$ cat src/rtl/signal_ctrl.sv
// signal_ctrl: traffic-signal controller for N_CH vehicle approaches with a
// shared pedestrian walk phase, round-robin service and emergency preemption.
// Outputs are registered from the next-state values, so lights/walk/cur_ch
// always match the state register and never glitch.
module signal_ctrl #(
  parameter int unsigned N_CH     = 4,
  parameter int unsigned CNT_W    = 8,
  parameter int unsigned T_GREEN  = 4,
  parameter int unsigned T_YELLOW = 2,
  parameter int unsigned T_ALLRED = 1,
  parameter int unsigned T_WALK   = 3,
  localparam int unsigned CH_W    = (N_CH > 1) ? $clog2(N_CH) : 1
) (
  input  logic                clk,
  input  logic                reset,
  input  logic                ena,
  input  logic [N_CH-1:0]     req,
  input  logic                ped_req,
  input  logic                emerg,
  input  logic [CH_W-1:0]     emerg_ch,
  output logic [2*N_CH-1:0]   lights,
  output logic                walk,
  output logic [2:0]          state_o,
  output logic [CH_W-1:0]     cur_ch
);

  localparam int unsigned LW = 2 * N_CH;

  typedef enum logic [2:0] {
    S_IDLE   = 3'd0,
    S_GREEN  = 3'd1,
    S_YELLOW = 3'd2,
    S_ALLRED = 3'd3,
    S_WALK   = 3'd4,
    S_EMERG  = 3'd5
  } state_t;

  // Registered state
  state_t            r_state;
  logic [CH_W-1:0]   r_ch;
  logic [CH_W-1:0]   r_last;
  logic [CNT_W-1:0]  r_timer;
  logic [N_CH-1:0]   r_pend;
  logic              r_ped;
  logic [LW-1:0]     r_lights;
  logic              r_walk;
  logic [2:0]        r_state_o;
  logic [CH_W-1:0]   r_cur_ch;

  // Combinational helpers
  logic [N_CH-1:0]   w_ch_oh;
  logic [N_CH-1:0]   w_req_ok;
  logic [N_CH-1:0]   w_pend_eff;
  logic [N_CH-1:0]   w_clr_mask;
  logic [N_CH-1:0]   w_pend_nxt;
  logic              w_ped_eff;
  logic              w_ped_nxt;
  logic              w_emerg_ok;
  logic              w_other_pend;
  logic              w_timer_done;
  logic              w_rr_found;
  logic [CH_W-1:0]   w_rr_ch;
  logic [CH_W-1:0]   w_rr_idx;
  state_t            w_dec_state;
  logic [CH_W-1:0]   w_dec_ch;
  state_t            w_nxt_state;
  logic [CH_W-1:0]   w_nxt_ch;
  logic [CNT_W-1:0]  w_nxt_timer;
  logic              w_enter_green;
  logic              w_enter_walk;
  logic              w_enter_emerg;

  function automatic logic [N_CH-1:0] ch_onehot(logic [CH_W-1:0] c);
    return N_CH'(1) << c;
  endfunction

  // Phase length minus one; the timer counts down to zero inside the phase
  function automatic logic [CNT_W-1:0] load_of(state_t s);
    logic [CNT_W-1:0] v;
    v = '0;
    case (s)
      S_GREEN:  v = CNT_W'(T_GREEN - 1);
      S_YELLOW: v = CNT_W'(T_YELLOW - 1);
      S_ALLRED: v = CNT_W'(T_ALLRED - 1);
      S_WALK:   v = CNT_W'(T_WALK - 1);
      default:  v = '0;
    endcase
    return v;
  endfunction

  // Two-bit light code placed at the slice of approach c; all others red
  function automatic logic [LW-1:0] lights_of(state_t s, logic [CH_W-1:0] c);
    logic [1:0] code;
    code = 2'b00;
    case (s)
      S_GREEN, S_EMERG: code = 2'b01;
      S_YELLOW:         code = 2'b10;
      default:          code = 2'b00;
    endcase
    return LW'(code) << {c, 1'b0};
  endfunction

  // cur_ch only names an approach that actually holds a non-red light
  function automatic logic [CH_W-1:0] cur_of(state_t s, logic [CH_W-1:0] c);
    return (s == S_GREEN || s == S_YELLOW || s == S_EMERG) ? c : '0;
  endfunction

  // An out-of-range emergency channel (non power-of-two N_CH) is ignored
  assign w_emerg_ok   = emerg & (32'(emerg_ch) < N_CH);
  assign w_timer_done = (r_timer == '0);
  assign w_ch_oh      = ch_onehot(r_ch);
  // The approach currently green cannot re-request itself
  assign w_req_ok     = (r_state == S_GREEN) ? (req & ~w_ch_oh) : req;
  assign w_pend_eff   = r_pend | w_req_ok;
  assign w_other_pend = |(w_pend_eff & ~w_ch_oh);
  assign w_ped_eff    = r_ped | (ped_req & (r_state != S_WALK));

  // Round-robin search for the first pending approach after last_served
  always_comb begin
    w_rr_found = 1'b0;
    w_rr_ch    = '0;
    w_rr_idx   = '0;
    for (int unsigned i = 0; i < N_CH; i++) begin
      w_rr_idx = CH_W'((32'(r_last) + 32'(1) + i) % N_CH);
      if (!w_rr_found && w_pend_eff[w_rr_idx]) begin
        w_rr_found = 1'b1;
        w_rr_ch    = w_rr_idx;
      end
    end
  end

  // Decision point priority: emergency, pedestrian, then vehicle requests
  always_comb begin
    w_dec_state = S_IDLE;
    w_dec_ch    = r_ch;
    if (w_emerg_ok) begin
      w_dec_state = S_EMERG;
      w_dec_ch    = emerg_ch;
    end else if (w_ped_eff) begin
      w_dec_state = S_WALK;
    end else if (w_rr_found) begin
      w_dec_state = S_GREEN;
      w_dec_ch    = w_rr_ch;
    end
  end

  // Next-state and next-timer selection
  always_comb begin
    w_nxt_state = r_state;
    w_nxt_ch    = r_ch;
    unique case (r_state)
      S_IDLE: begin
        w_nxt_state = w_dec_state;
        w_nxt_ch    = w_dec_ch;
      end
      S_GREEN: begin
        if (w_emerg_ok && (emerg_ch == r_ch)) begin
          w_nxt_state = S_EMERG;
        end else if (w_emerg_ok) begin
          w_nxt_state = S_YELLOW;
        end else if (w_timer_done && (w_other_pend || w_ped_eff)) begin
          w_nxt_state = S_YELLOW;
        end
      end
      S_YELLOW: begin
        if (w_timer_done) w_nxt_state = S_ALLRED;
      end
      S_ALLRED: begin
        if (w_timer_done) begin
          w_nxt_state = w_dec_state;
          w_nxt_ch    = w_dec_ch;
        end
      end
      S_WALK: begin
        if (w_emerg_ok || w_timer_done) w_nxt_state = S_ALLRED;
      end
      S_EMERG: begin
        if (!emerg) w_nxt_state = S_YELLOW;
      end
      default: begin
        w_nxt_state = S_IDLE;
        w_nxt_ch    = '0;
      end
    endcase

    if (w_nxt_state != r_state) begin
      w_nxt_timer = load_of(w_nxt_state);
    end else if (!w_timer_done) begin
      w_nxt_timer = r_timer - CNT_W'(1);
    end else begin
      w_nxt_timer = r_timer;
    end
  end

  // Entry strobes only fire on enabled cycles, since the state only moves then
  assign w_enter_green = ena & (w_nxt_state == S_GREEN) & (r_state != S_GREEN);
  assign w_enter_walk  = ena & (w_nxt_state == S_WALK)  & (r_state != S_WALK);
  assign w_enter_emerg = ena & (w_nxt_state == S_EMERG) & (r_state != S_EMERG);
  // A served-clear wins over a new request for the same approach
  assign w_clr_mask    = w_enter_green ? ch_onehot(w_nxt_ch) : '0;
  assign w_pend_nxt    = (r_pend | w_req_ok) & ~w_clr_mask;
  assign w_ped_nxt     = w_ped_eff & ~w_enter_walk;

  // State, timer, request latches and registered outputs
  always_ff @(posedge clk or posedge reset) begin
    if (reset) begin
      r_state   <= S_IDLE;
      r_ch      <= '0;
      r_last    <= CH_W'(N_CH - 1);
      r_timer   <= '0;
      r_pend    <= '0;
      r_ped     <= 1'b0;
      r_lights  <= '0;
      r_walk    <= 1'b0;
      r_state_o <= 3'd0;
      r_cur_ch  <= '0;
    end else begin
      r_pend <= w_pend_nxt;
      r_ped  <= w_ped_nxt;
      if (ena) begin
        r_state   <= w_nxt_state;
        r_ch      <= w_nxt_ch;
        r_timer   <= w_nxt_timer;
        r_lights  <= lights_of(w_nxt_state, w_nxt_ch);
        r_walk    <= (w_nxt_state == S_WALK);
        r_state_o <= w_nxt_state;
        r_cur_ch  <= cur_of(w_nxt_state, w_nxt_ch);
        if (w_enter_green || w_enter_emerg) r_last <= w_nxt_ch;
      end
    end
  end

  assign lights  = r_lights;
  assign walk    = r_walk;
  assign state_o = r_state_o;
  assign cur_ch  = r_cur_ch;

endmodule

$ cat config.mk
export PLATFORM = sky130hd
export DESIGN_NAME = signal_ctrl
export DESIGN_NICKNAME = d
export VERILOG_FILES = /design/src/rtl/signal_ctrl.sv
export SDC_FILE = /design/constraint.sdc
export NUM_CORES = 1
export LEC_CHECK = 0
export ABC_CLOCK_PERIOD_IN_PS = 2400
export BUFFER_PORTS_ARGS = -buffer_cell sky130_fd_sc_hd__buf_2
export CAP_MARGIN = 20
export CORE_MARGIN = 4
export CORE_UTILIZATION = 51
export CTS_BUF_LIST = sky130_fd_sc_hd__clkbuf_8 sky130_fd_sc_hd__clkbuf_16
export DETAILED_ROUTE_END_ITERATION = 8
export PLACE_DENSITY = 0.74
export SETUP_SLACK_MARGIN = 0.02
export SYNTH_ARGS = -nofsm -noshare
export SYNTH_HDL_FRONTEND = slang
export SYNTH_SLANG_ARGS = --single-unit
$ cat constraint.sdc
create_clock -name clk -period 2.4 [get_ports clk]
set_input_delay 0.36 -clock clk [delete_from_list [all_inputs] [get_ports clk]]
set_output_delay 0.36 -clock clk [all_outputs]
set_load 0.005 [all_outputs]
==> run_results.csv, run 1 <==
group,metric,value,unit
finish,n_fill_cell,263,
clocking,tritoncts,"built",
global_routing,overflow,0,
floorplan,start_util,53.7,%
power_and_ir_drop,p_leak,0.00136,uW
clocking,cts_hold_buffers,0,
sta,fmaxAchievable,0.397,GHz
detailed_routing,post_drt_wl_per_cell,18.2,um
finish,fin_nets,336,
critical_path,cp-start-kind,"flop",
sta,fin_crit,2.52,ns
finish,postLayoutCellArea,3140,um2
critical_path,cp_data_required_time,2.62,ns
sta,tightest_slew,0.709,ns
critical_path,critPathKind,"flop to flop",
global_routing,grt_max_degree,20,
synth,synth_fa_ha_area_share,0.574,%
sta,setup_slack,-0.120,ns
placed_design,placement.io_buffers,24,
finish,register_area,783,um2
detailed_routing,antenna_left,0,
global_routing,grt_first_pass_wirelength,10300,um
detailed_routing,vias,2314,
critical_path,slowest_stage,"dfrtp_1",
floorplan,ios,25,
synth,avgSynthCellArea,9.01,um2
sta,fin_crit_sh,105,%
floorplan,die_w,73.4,um
outcome,violations,"negative setup slack",
synth,synth_compound_area_share,28.2,%
finish,drive_gt1_share,52.0,%
flow_run,cap_violations,0,
outcome,status,"finished, violations left",
synth,netlist_instances,242,
clocking,clockRootBuffer,"clkbuf_8",
global_routing,track_usage,24.8,%
detailed_routing,drtPass1Iterations,5,
critical_path,crit_top_cell,"and2_4",
detailed_routing,post-route-drc-count,0,
placed_design,post_dp_cell_area,2680,um2
synth,yosysSeqAreaShare,35.7,%
detailed_routing,drt-initial-drc-count,243,
global_routing,grt_pass1_vias,2204,
synth,yosysUniqueCellTypes,61,
critical_path,end_kind,"flop",
synth,synthFlopType,"dfrtp_1",
detailed_routing,avgViaCountPerCell,6.17,
finish,final_cells,375,
floorplan,rows,23,
global_routing,antenna_found_initial,0,
clocking,clockBufferDepth,2,
sta,tns,-0.758,ns
placed_design,place_ws,-0.0515,ns
synth,yosysWarnings,0,
power_and_ir_drop,p_per_area,1400,nW/um2
sta,hold_ws,0.170,ns
detailed_routing,drt-total-wl,6830,um
synth,synth_most_common_cell,"dfrtp_1",
floorplan,die_y,73.4,um
synth,yosys.area_share.xor_xnor,3.62,%
worst_hold_path,worstHoldPathType,"primary input to async pin",
critical_path,critPathMaxStageDelay,0.40,ns
finish,multi_input_area,1550,um2
clocking,cts_sinks,31,
synth,yosysTopAreaCell,"dfrtp_1",
finish,syn2layout_area_growth,44.3,%
power_and_ir_drop,max-vdd-ir-drop,0.000782,V
sta,finalMaxSlewViolations,0,
clocking,cts_buffers,5,
critical_path,r2r_start,"r_timer[0]$_DFFE_PP0P_",
floorplan,core,4060,um2
sta,relSlewSlack,52.7,%
critical_path,cp_max_fo,5,
synth,synth.area.top_cells,"dfrtp_1, nor2_1, o2bb2ai_1, nand2_1, a21oi_1",
critical_path,critical_path.cell_chain,"inv_2, ha_4, nor4b_4, and2_4, buf_6, a21oi_2, mux2i_2, and2_4, nand3b_4, a31o_1, mux2_4",
sta,setup-violations-final,14,
placed_design,dp_hpwl,4360,um
critical_path,setup.worst_path.start,"r_timer[0]$_DFFE_PP0P_",
synth,ys_ff_latch,31,
synth,syn_area,2180,um2
synth,async_flop_share,100,%
sta,final.setup_skew,0.00674,ns
floorplan,die-area,5380,um2
placed_design,gp_congestion,0.859,
synth,synth.top_cells.by_count,"dfrtp_1, nor2_1, nand2_1, a21oi_1, inv_1",
synth,synth_nets,254,
synth,synth.mux.area_fraction,3.62,%
synth,yosys.area_share.simple,22.9,%
synth,synth_top_family_by_area,"compound AO/OA/AOI/OAI gates",
sta,rsz0062_at_grt,"true",
clocking,path_clk_slew,0.07,ns
finish,num_antenna_cells,0,
critical_path,regToRegSetupSlack,-0.12,ns
synth,synth-edff-count,0,
clocking,worst_skew_pair.late_latency,0.29,ns
clocking,htree_levels,2,
placed_design,placed_cells_incl_taps,353,
critical_path,arrival,2.74,ns
sta,finalHoldViolCount,0,
synth,synth_top_area_share,33.3,%
==> layout by cell type, fill, tap and decap left out, drive strengths merged, types with 3 or more instances in the layout <==
| cell | netlist | final |
|---|---|---|
| a31o | 3 | 3 |
| o221ai | 3 | 3 |
| o21ai | 12 | 12 |
| buf | 5 | 88 |
| nor3 | 7 | 7 |
| nand4b | 3 | 3 |
| mux2i | 3 | 3 |
| or2 | 4 | 4 |
| o211ai | 3 | 3 |
| o31ai | 3 | 3 |
| mux2 | 4 | 4 |
| nand2 | 20 | 20 |
| nand2b | 5 | 5 |
| dfrtp | 29 | 29 |
| nand4 | 3 | 3 |
| inv | 13 | 14 |
| nor2 | 23 | 23 |
| a21o | 3 | 3 |
| xor2 | 4 | 4 |
| a31oi | 7 | 7 |
| and2 | 3 | 3 |
| nor4b | 3 | 3 |
| o2bb2ai | 9 | 9 |
| xnor2 | 5 | 5 |
| clkbuf | 8 | 5 |
| o32ai | 3 | 3 |
| nand3 | 7 | 7 |
| a21oi | 17 | 17 |
| a211oi | 4 | 4 |
| a21boi | 4 | 4 |
==> sequential cells by signal (all words and copies together) (netlist names) <==
register  cells
lights        8
r_timer       8
r_pend        4
state_o       3
cur_ch        2
r_ch          2
r_last        2
r_ped         1
walk          1
==> area by class of cell <==
| type | count | share of cell area, % |
|---|---|---|
| Timing Repair Buffer | 88 | 19.6 |
| Clock inverter | 3 | 0.517 |
| Inverter | 13 | 1.63 |
| Clock buffer | 5 | 2.19 |
| Multi-Input combinational cell | 185 | 49.2 |
| Sequential cell | 31 | 24.9 |
| Tap cell | 50 | 1.99 |
==> critical path, delay by kind of cell (launching register included) <==
family	cells	cell delay [ns]
AND/OR/NAND/NOR	4	0.87
multiplexers	2	0.51
flip-flops	1	0.40
AO/OA/AOI/OAI	2	0.32
buffers and inverters	2	0.22
adder cells (fa/ha/maj)	1	0.14
==> kinds of logic (layout without fill, tap and decap cells) <==
kind of cell    Yosys count  count (layout)
compound gates           82              82
xor+xnor                  9               9
fa+ha+maj                 1               1
buf+inv                  26             109
flops                    31              31
mux                       7               7
simple gates             86              86
==> power by group <==
| part | leakage [uW] | switching, uW | internal [uW] |
|---|---|---|---|
| logic | 0.000933 | 1560 | 1520 |
| clock network | 0.0000453 | 202 | 198 |
| registers | 0.000380 | 202 | 708 |
==> routing by layer <==
layer	share of wire, %	global-route usage [%]	up-vias
li1	-	-	1062
met4	4.1	10.5	0
met5	0	0	-
met1	42	33.5	1105
met2	47	38.7	124
met3	6.8	4.79	23
==> stage by stage <==
stage	power (uW)	utilization, %
floorplan	2310	-
global placement	3160	66.1
finish	4390	77.5
global route	4660	77.5
detailed placement	3200	66.1
CTS	3770	69.9
==> path summary, 6_finish.rpt <==
kind	to	depth (start not counted)
worst max-delay path	r_last[0]$_DFFE_PP1P_	11
worst min-delay path	lights[7]$_DFFE_PP0P_	2
worst max register to register	r_last[0]$_DFFE_PP1P_	11
worst min register to register	walk$_DFFE_PP0P_	1
max in group asynchronous	state_o[2]$_DFFE_PP0P_	3
min in group clk	walk$_DFFE_PP0P_	1
==> timing repair <==
item,4_1_cts,5_1_grt
pin swaps,7,31
setup buffers,3,12
gates resized for setup,12,46
setup endpoints to repair,17,27
Power figures use the tool's default switching activity.
==> run 2: changes to the inputs <==
Settings changed: ABC_AREA from default to 1, CTS_BUF_LIST sky130_fd_sc_hd__clkbuf_8 sky130_fd_sc_hd__clkbuf_16 to sky130_fd_sc_hd__clkbuf_16.
==> run_results.csv, run 2 <==
group,metric,value,unit
floorplan,core,4030,um2
detailed_routing,drt-initial-drc-count,203,
detailed_routing,drtPass1Iterations,4,
synth,async_flop_share,100,%
global_routing,grt_max_degree,20,
finish,final_cell_mix,"nand2_1, nor2_1, inv_1",
critical_path,cp_max_fo,8,
floorplan,rows,23,
clocking,tritoncts,"built",
flow_run,cap_violations,0,
critical_path,critPathMaxStageDelay,0.38,ns
synth,avgSynthCellArea,6.53,um2
sta,setup-violations-final,0,
finish,postLayoutCellArea,2700,um2
worst_hold_path,worstHoldPathType,"primary input to async pin",
floorplan,die_y,72.9,um
detailed_routing,avgViaCountPerCell,5.14,
global_routing,antenna_found_initial,0,
clocking,cts_sinks,31,
finish,drive_gt1_share,27.9,%
detailed_routing,vias,2176,
power_and_ir_drop,p_total,4090,uW
clocking,worst_skew_pair.late_latency,0.28,ns
sta,relSlewSlack,66.1,%
critical_path,critical_path.cell_chain,"inv_2, ha_4, inv_2, nor3_4, inv_2, nor2_4, o21ai_2, nand2_1, nand2_1, nand2_1, nand2_2, nand2_2, nand2_2, nor2_4, nand3_4, nand2_4, nand2_4, nand2_2, nand2_1",
floorplan,start_util,53.3,%
sta,finalMaxSlewViolations,0,
finish,num_antenna_cells,0,
sta,fin_crit_sh,99.8,%
global_routing,overflow,0,
clocking,clockRootBuffer,"clkbuf_16",
clocking,cts_buffers,5,
critical_path,reg2reg_depth,19,
critical_path,regToRegSetupSlack,0.004,ns
sta,rsz0062_at_grt,"true",
synth,synth.top_cells.by_count,"nand2_1, inv_1, nor2_1, dfrtp_1, nand3_1",
synth,synthFlopType,"dfrtp_1",
critical_path,setup.worst_path.start,"r_timer[1]$_DFFE_PP0P_",
placed_design,dp_hpwl,3870,um
synth,synth_top_area_share,33.8,%
sta,tns,0,ns
finish,fin_nets,384,
critical_path,r2r_start,"r_timer[1]$_DFFE_PP0P_",
floorplan,die_w,72.9,um
critical_path,arrival,2.56,ns
synth,syn_area,2150,um2
synth,synth-edff-count,0,
synth,yosysUniqueCellTypes,31,
synth,yosysWarnings,0,
detailed_routing,antenna_left,0,
finish,n_fill_cell,362,
floorplan,ios,25,
synth,ys_ff_latch,31,
placed_design,placement.io_buffers,24,
clocking,clockBufferDepth,2,
critical_path,cp-start-kind,"flop",
synth,netlist_instances,329,
synth,yosysTopAreaCell,"dfrtp_1",
detailed_routing,post_drt_wl_per_cell,12.8,um
critical_path,slowest_stage,"dfrtp_1",
clocking,htree_levels,2,
placed_design,post_dp_cell_area,2390,um2
synth,yosysSeqAreaShare,36.2,%
sta,fin_crit,2.40,ns
sta,final.setup_skew,0.00686,ns
sta,finalHoldViolCount,0,
synth,synth.area.top_cells,"dfrtp_1, nand2_1, inv_1, nor2_1, nand3_1",
detailed_routing,drt-total-wl,5410,um
sta,fmaxAchievable,0.417,GHz
floorplan,die-area,5310,um2
critical_path,cp_data_required_time,2.57,ns
detailed_routing,post-route-drc-count,0,
finish,syn2layout_area_growth,25.8,%
finish,final_common_cell,"nand2_1",
power_and_ir_drop,p_per_area,1510,nW/um2
critical_path,critPathKind,"flop to flop",
critical_path,end_kind,"flop",
clocking,path_clk_slew,0.05,ns
power_and_ir_drop,max-vdd-ir-drop,0.000720,V
critical_path,r2r-end,"r_timer[7]$_DFFE_PP0P_",
synth,synth_most_common_cell,"nand2_1",
outcome,status,"complete, no violations",
synth,synth_nets,341,
power_and_ir_drop,p_leak,0.00146,uW
critical_path,crit_end,"r_timer[7]$_DFFE_PP0P_",
global_routing,grt_first_pass_wirelength,8610,um
global_routing,grt_pass1_vias,1974,
sta,tightest_slew,0.508,ns
placed_design,gp_congestion,0.910,
global_routing,track_usage,20.7,%
-- run 2: cell types whose count changed after synthesis, sizes merged, moves of 5 or more --
cell     change
a31oi        -7
nand2      +102
inv         +31
nor2        +24
nand2b       -5
clkbuf       -6
o2bb2ai      -9
nand3       +24
a21oi       -11
-- run 2: worst min path at each step --
stage | start | endpoint | slack, ns | cells after the start
global placement | reset | r_timer[1]$_DFFE_PP0P_ | 0.41 | 2
detailed placement | reset | r_timer[1]$_DFFE_PP0P_ | 0.41 | 2
global route | reset | r_timer[0]$_DFFE_PP0P_ | 0.14 | 2
finish | reset | r_ped$_DFF_PP0_ | 0.10 | 2
CTS | reset | r_ped$_DFF_PP0_ | 0.12 | 2
floorplan | reset | cur_ch[0]$_DFFE_PP0P_ | 0.46 | 1
-- run 2: logic make-up after synthesis --
logic type	count (synthesis)	synth area share, %
buffers and inverters	50	9.03
AND/OR/NAND/NOR	209	43.0
flip-flops	31	36.2
XOR/XNOR	9	3.67
adder cells (fa/ha/maj)	1	0.583
AO/OA/AOI/OAI	29	7.46
-- run 2: critical path, delay by kind of cell, from the launching register on --
kind                     cells  cell delay (ns)
AO/OA/AOI/OAI                1             0.11
adder cells (fa/ha/maj)      1             0.14
buffers and inverters        3             0.20
flip-flops                   1             0.38
AND/OR/NAND/NOR             14             1.45
-- run 2: report_power, final --
group          switching (uW)  total, uW  leakage (uW)  internal (uW)
registers                 168        887      0.000381            719
clock network             232        720     0.0000838            489
logic                    1540       2480      0.000993            941
total                    1940       4090       0.00146           2150
-- run 2: area by class of cell --
type / instances / area, um2 / share of cell area (%)
clock inverter: 3 / 43.8 / 1.62
multi-input combinational: 248 / 1270 / 47.0
sequential: 31 / 783 / 29.0
timing repair buffer: 41 / 248 / 9.18
clock buffer: 5 / 125 / 4.63
tap: 50 / 62.6 / 2.32
inverter: 45 / 169 / 6.26
-- run 2: metal layers --
layer / part of all wire [%] / global-route usage [%] / vias up
met1: 44 / 26.6 / 991
met2: 51 / 34.8 / 62
met5: 0 / 0 / -
li1: - / - / 1110
met3: 4.3 / 4.68 / 13
met4: 1.2 / 5.74 / 0
-- run 2: repair_timing --
item / 4_1_cts / 5_1_grt
gates resized for setup: 1 / 36
hold buffers: 0 / 0
cloned: 0 / 0
setup buffers: 0 / 6
endpoints found under the setup margin: 1 / 27
pin swaps: 0 / 11
-- run 2: stage by stage --
stage | instances | hold WS (ns) | setup WS, ns | utilization [%]
after global routing | 423 | 0.140 | -0.174 | 67.0
after detailed placement | 409 | 0.414 | 0.0497 | 59.3
after floorplan | 329 | 0.462 | 0.288 | -
final | 423 | 0.104 | 0.00423 | 67.0
after global placement | 409 | 0.410 | 0.103 | 59.3
after CTS | 417 | 0.124 | 0.0519 | 63.5
==> run 3: changes to the inputs <==
Settings changed: CELL_PAD_IN_SITES_DETAIL_PLACEMENT from default to 0, CELL_PAD_IN_SITES_GLOBAL_PLACEMENT from default to 1, CORE_MARGIN 4 to 2, CORE_UTILIZATION 51 to 37, PLACE_DENSITY 0.74 to default, PLACE_DENSITY_LB_ADDON from default to 0.1.
==> run_results.csv, run 3 (synthesized netlist as in run 2, its figures left out) <==
group,metric,value,unit
sta,final.setup_skew,0.00151,ns
floorplan,die_y,80.2,um
sta,setup_slack,0.00882,ns
global_routing,grt_pass1_vias,1973,
sta,fmaxAchievable,0.418,GHz
detailed_routing,avgViaCountPerCell,4.73,
flow_run,cap_violations,0,
detailed_routing,drt-total-wl,5920,um
sta,relSlewSlack,56.6,%
sta,setup-violations-final,0,
floorplan,die_w,80.2,um
placed_design,gp_congestion,0.882,
global_routing,antenna_found_initial,0,
sta,rsz0062_at_grt,"true",
finish,syn2layout_area_growth,41.0,%
power_and_ir_drop,switchingPower,2170,uW
clocking,path_clk_slew,0.05,ns
finish,final_cell_mix,"nand2_1, inv_1, buf_4",
detailed_routing,drt-initial-drc-count,63,
power_and_ir_drop,power.internal,2370,uW
sta,fin_crit_sh,99.6,%
sta,finalHoldViolCount,0,
placed_design,placement.io_buffers,24,
sta,fin_crit,2.39,ns
critical_path,reg2reg_depth,19,
global_routing,overflow,0,
sta,finalMaxSlewViolations,0,
critical_path,end_kind,"flop",
critical_path,cp_max_fo,8,
power_and_ir_drop,p_seq_share,18.7,%
power_and_ir_drop,sw_frac_of_total,47.8,%
global_routing,grt_max_degree,23,
sta,tightest_slew,0.645,ns
detailed_routing,vias,2203,
clocking,htree_levels,2,
power_and_ir_drop,p_per_area,1500,nW/um2
placed_design,dp_hpwl,4280,um
clocking,clockRootBuffer,"clkbuf_16",
clocking,cts_sinks,31,
clocking,tritoncts,"built",
detailed_routing,drtPass1Iterations,4,
sta,hold_ws,0.0679,ns
finish,utilization,54.7,%
critical_path,critPathKind,"flop to flop",
critical_path,slowest_stage,"dfrtp_1",
floorplan,ios,25,
floorplan,rows,27,
detailed_routing,antenna_left,0,
detailed_routing,post-route-drc-count,0,
finish,drive_gt1_share,38.1,%
critical_path,r2r_start,"r_timer[0]$_DFFE_PP0P_",
floorplan,start_util,38.8,%
critical_path,cp_data_required_time,2.57,ns
critical_path,r2r-end,"r_timer[1]$_DFFE_PP0P_",
clocking,cts_buffers,5,
sta,tns,0,ns
floorplan,die-area,6430,um2
power_and_ir_drop,p_leak,0.00160,uW
floorplan,core,5540,um2
critical_path,arrival,2.56,ns
critical_path,regToRegSetupSlack,0.009,ns
critical_path,cp-start-kind,"flop",
placed_design,place_ws,0.0224,ns
global_routing,grt_first_pass_wirelength,9130,um
critical_path,critical_path.cell_chain,"inv_2, ha_4, inv_2, nor3_2, inv_1, nor2_4, buf_6, a21oi_2, a21oi_1, nor2_1, nand2_2, nand2_1, nand2_2, nor2_4, buf_4, nand4_1, nand2_1, nand2_1, nand2_1",
critical_path,critPathMaxStageDelay,0.39,ns
power_and_ir_drop,combPwrFrac,68.2,%
detailed_routing,post_drt_wl_per_cell,12.7,um
finish,fin_nets,405,
finish,num_antenna_cells,0,
clocking,clockBufferDepth,2,
global_routing,track_usage,18.2,%
finish,final_common_cell,"nand2_1",
power_and_ir_drop,p_clk_share,13.1,%
outcome,status,"complete, no violations",
critical_path,crit_top_cell,"nand2_1",
power_and_ir_drop,max-vdd-ir-drop,0.000722,V
worst_hold_path,worstHoldPathType,"primary input to async pin",
clocking,worst_skew_pair.late_latency,0.27,ns
## run 3: final cells by class
type / count / area (um2)
Fill cell: 562 / 2510
Sequential cell: 31 / 781
Inverter: 45 / 169
Tap cell: 72 / 90.1
Timing Repair Buffer: 62 / 417
Clock inverter: 3 / 12.5
Clock buffer: 5 / 125
Multi-Input combinational cell: 248 / 1430
## run 3: worst max-delay path: cells and delay by family (launching register included)
kind	cells	cell delay, ns
and+or+nand+nor	11	1.11
adders and majority gates	1	0.14
AOI/OAI and AO/OA	2	0.17
DFF	1	0.39
buffers and inverters	5	0.47
## run 3: how the worst max path moves through the flow
stage | from | to | slack (ns)
3_5_place_dp | r_timer[0]$_DFFE_PP0P_ | r_timer[0]$_DFFE_PP0P_ | 0.02
5_1_grt | r_timer[0]$_DFFE_PP0P_ | r_timer[3]$_DFFE_PP0P_ | -0.15
3_3_place_gp | r_timer[0]$_DFFE_PP0P_ | r_timer[0]$_DFFE_PP0P_ | 0.04
6_report | r_timer[0]$_DFFE_PP0P_ | r_timer[1]$_DFFE_PP0P_ | 0.009
2_1_floorplan | r_timer[0]$_DFFE_PP0P_ | r_timer[0]$_DFFE_PP0P_ | 0.29
4_1_cts | r_timer[0]$_DFFE_PP0P_ | lights[7]$_DFFE_PP0P_ | 0.07
## run 3: power by group through the flow
stage                     Combinational, uW  Sequential, uW  Clock [uW]
after floorplan                        1570             835           0
after global placement                 2360             840           0
after detailed placement               2350             842           0
after CTS                              2380             835         602
after global routing                   3430             871         624
final                                  3100             848         594
## run 3: through the flow
| step | cell area [um2] | total power [uW] | instances |
|---|---|---|---|
| 2_1_floorplan | 2150 | 2400 | 329 |
| 3_3_place_gp | 2530 | 3200 | 446 |
| 3_5_place_dp | 2530 | 3190 | 446 |
| 4_1_cts | 2670 | 3820 | 454 |
| 5_1_grt | 3030 | 4930 | 466 |
| 6_report | 3030 | 4540 | 466 |
## run 3: layer usage
| layer | vias to the layer above | share of wire, % | track usage [%] | wire [um] |
|---|---|---|---|---|
| met5 | - | 0 | 0 | 0 |
| met4 | 0 | 1.3 | 5.42 | 79 |
| met3 | 8 | 3.5 | 3.26 | 206 |
| met2 | 32 | 46 | 28.2 | 2720 |
| met1 | 1004 | 49 | 25.6 | 2910 |
| li1 | 1159 | - | - | - |
## run 3: repair_timing
action                                  CTS  global route
gates resized for setup                   1            82
buffers inserted                          0            12
pin swaps                                 0            38
hold endpoints to repair                  0             0
hold buffers                              0             0
endpoints found under the setup margin    7            29
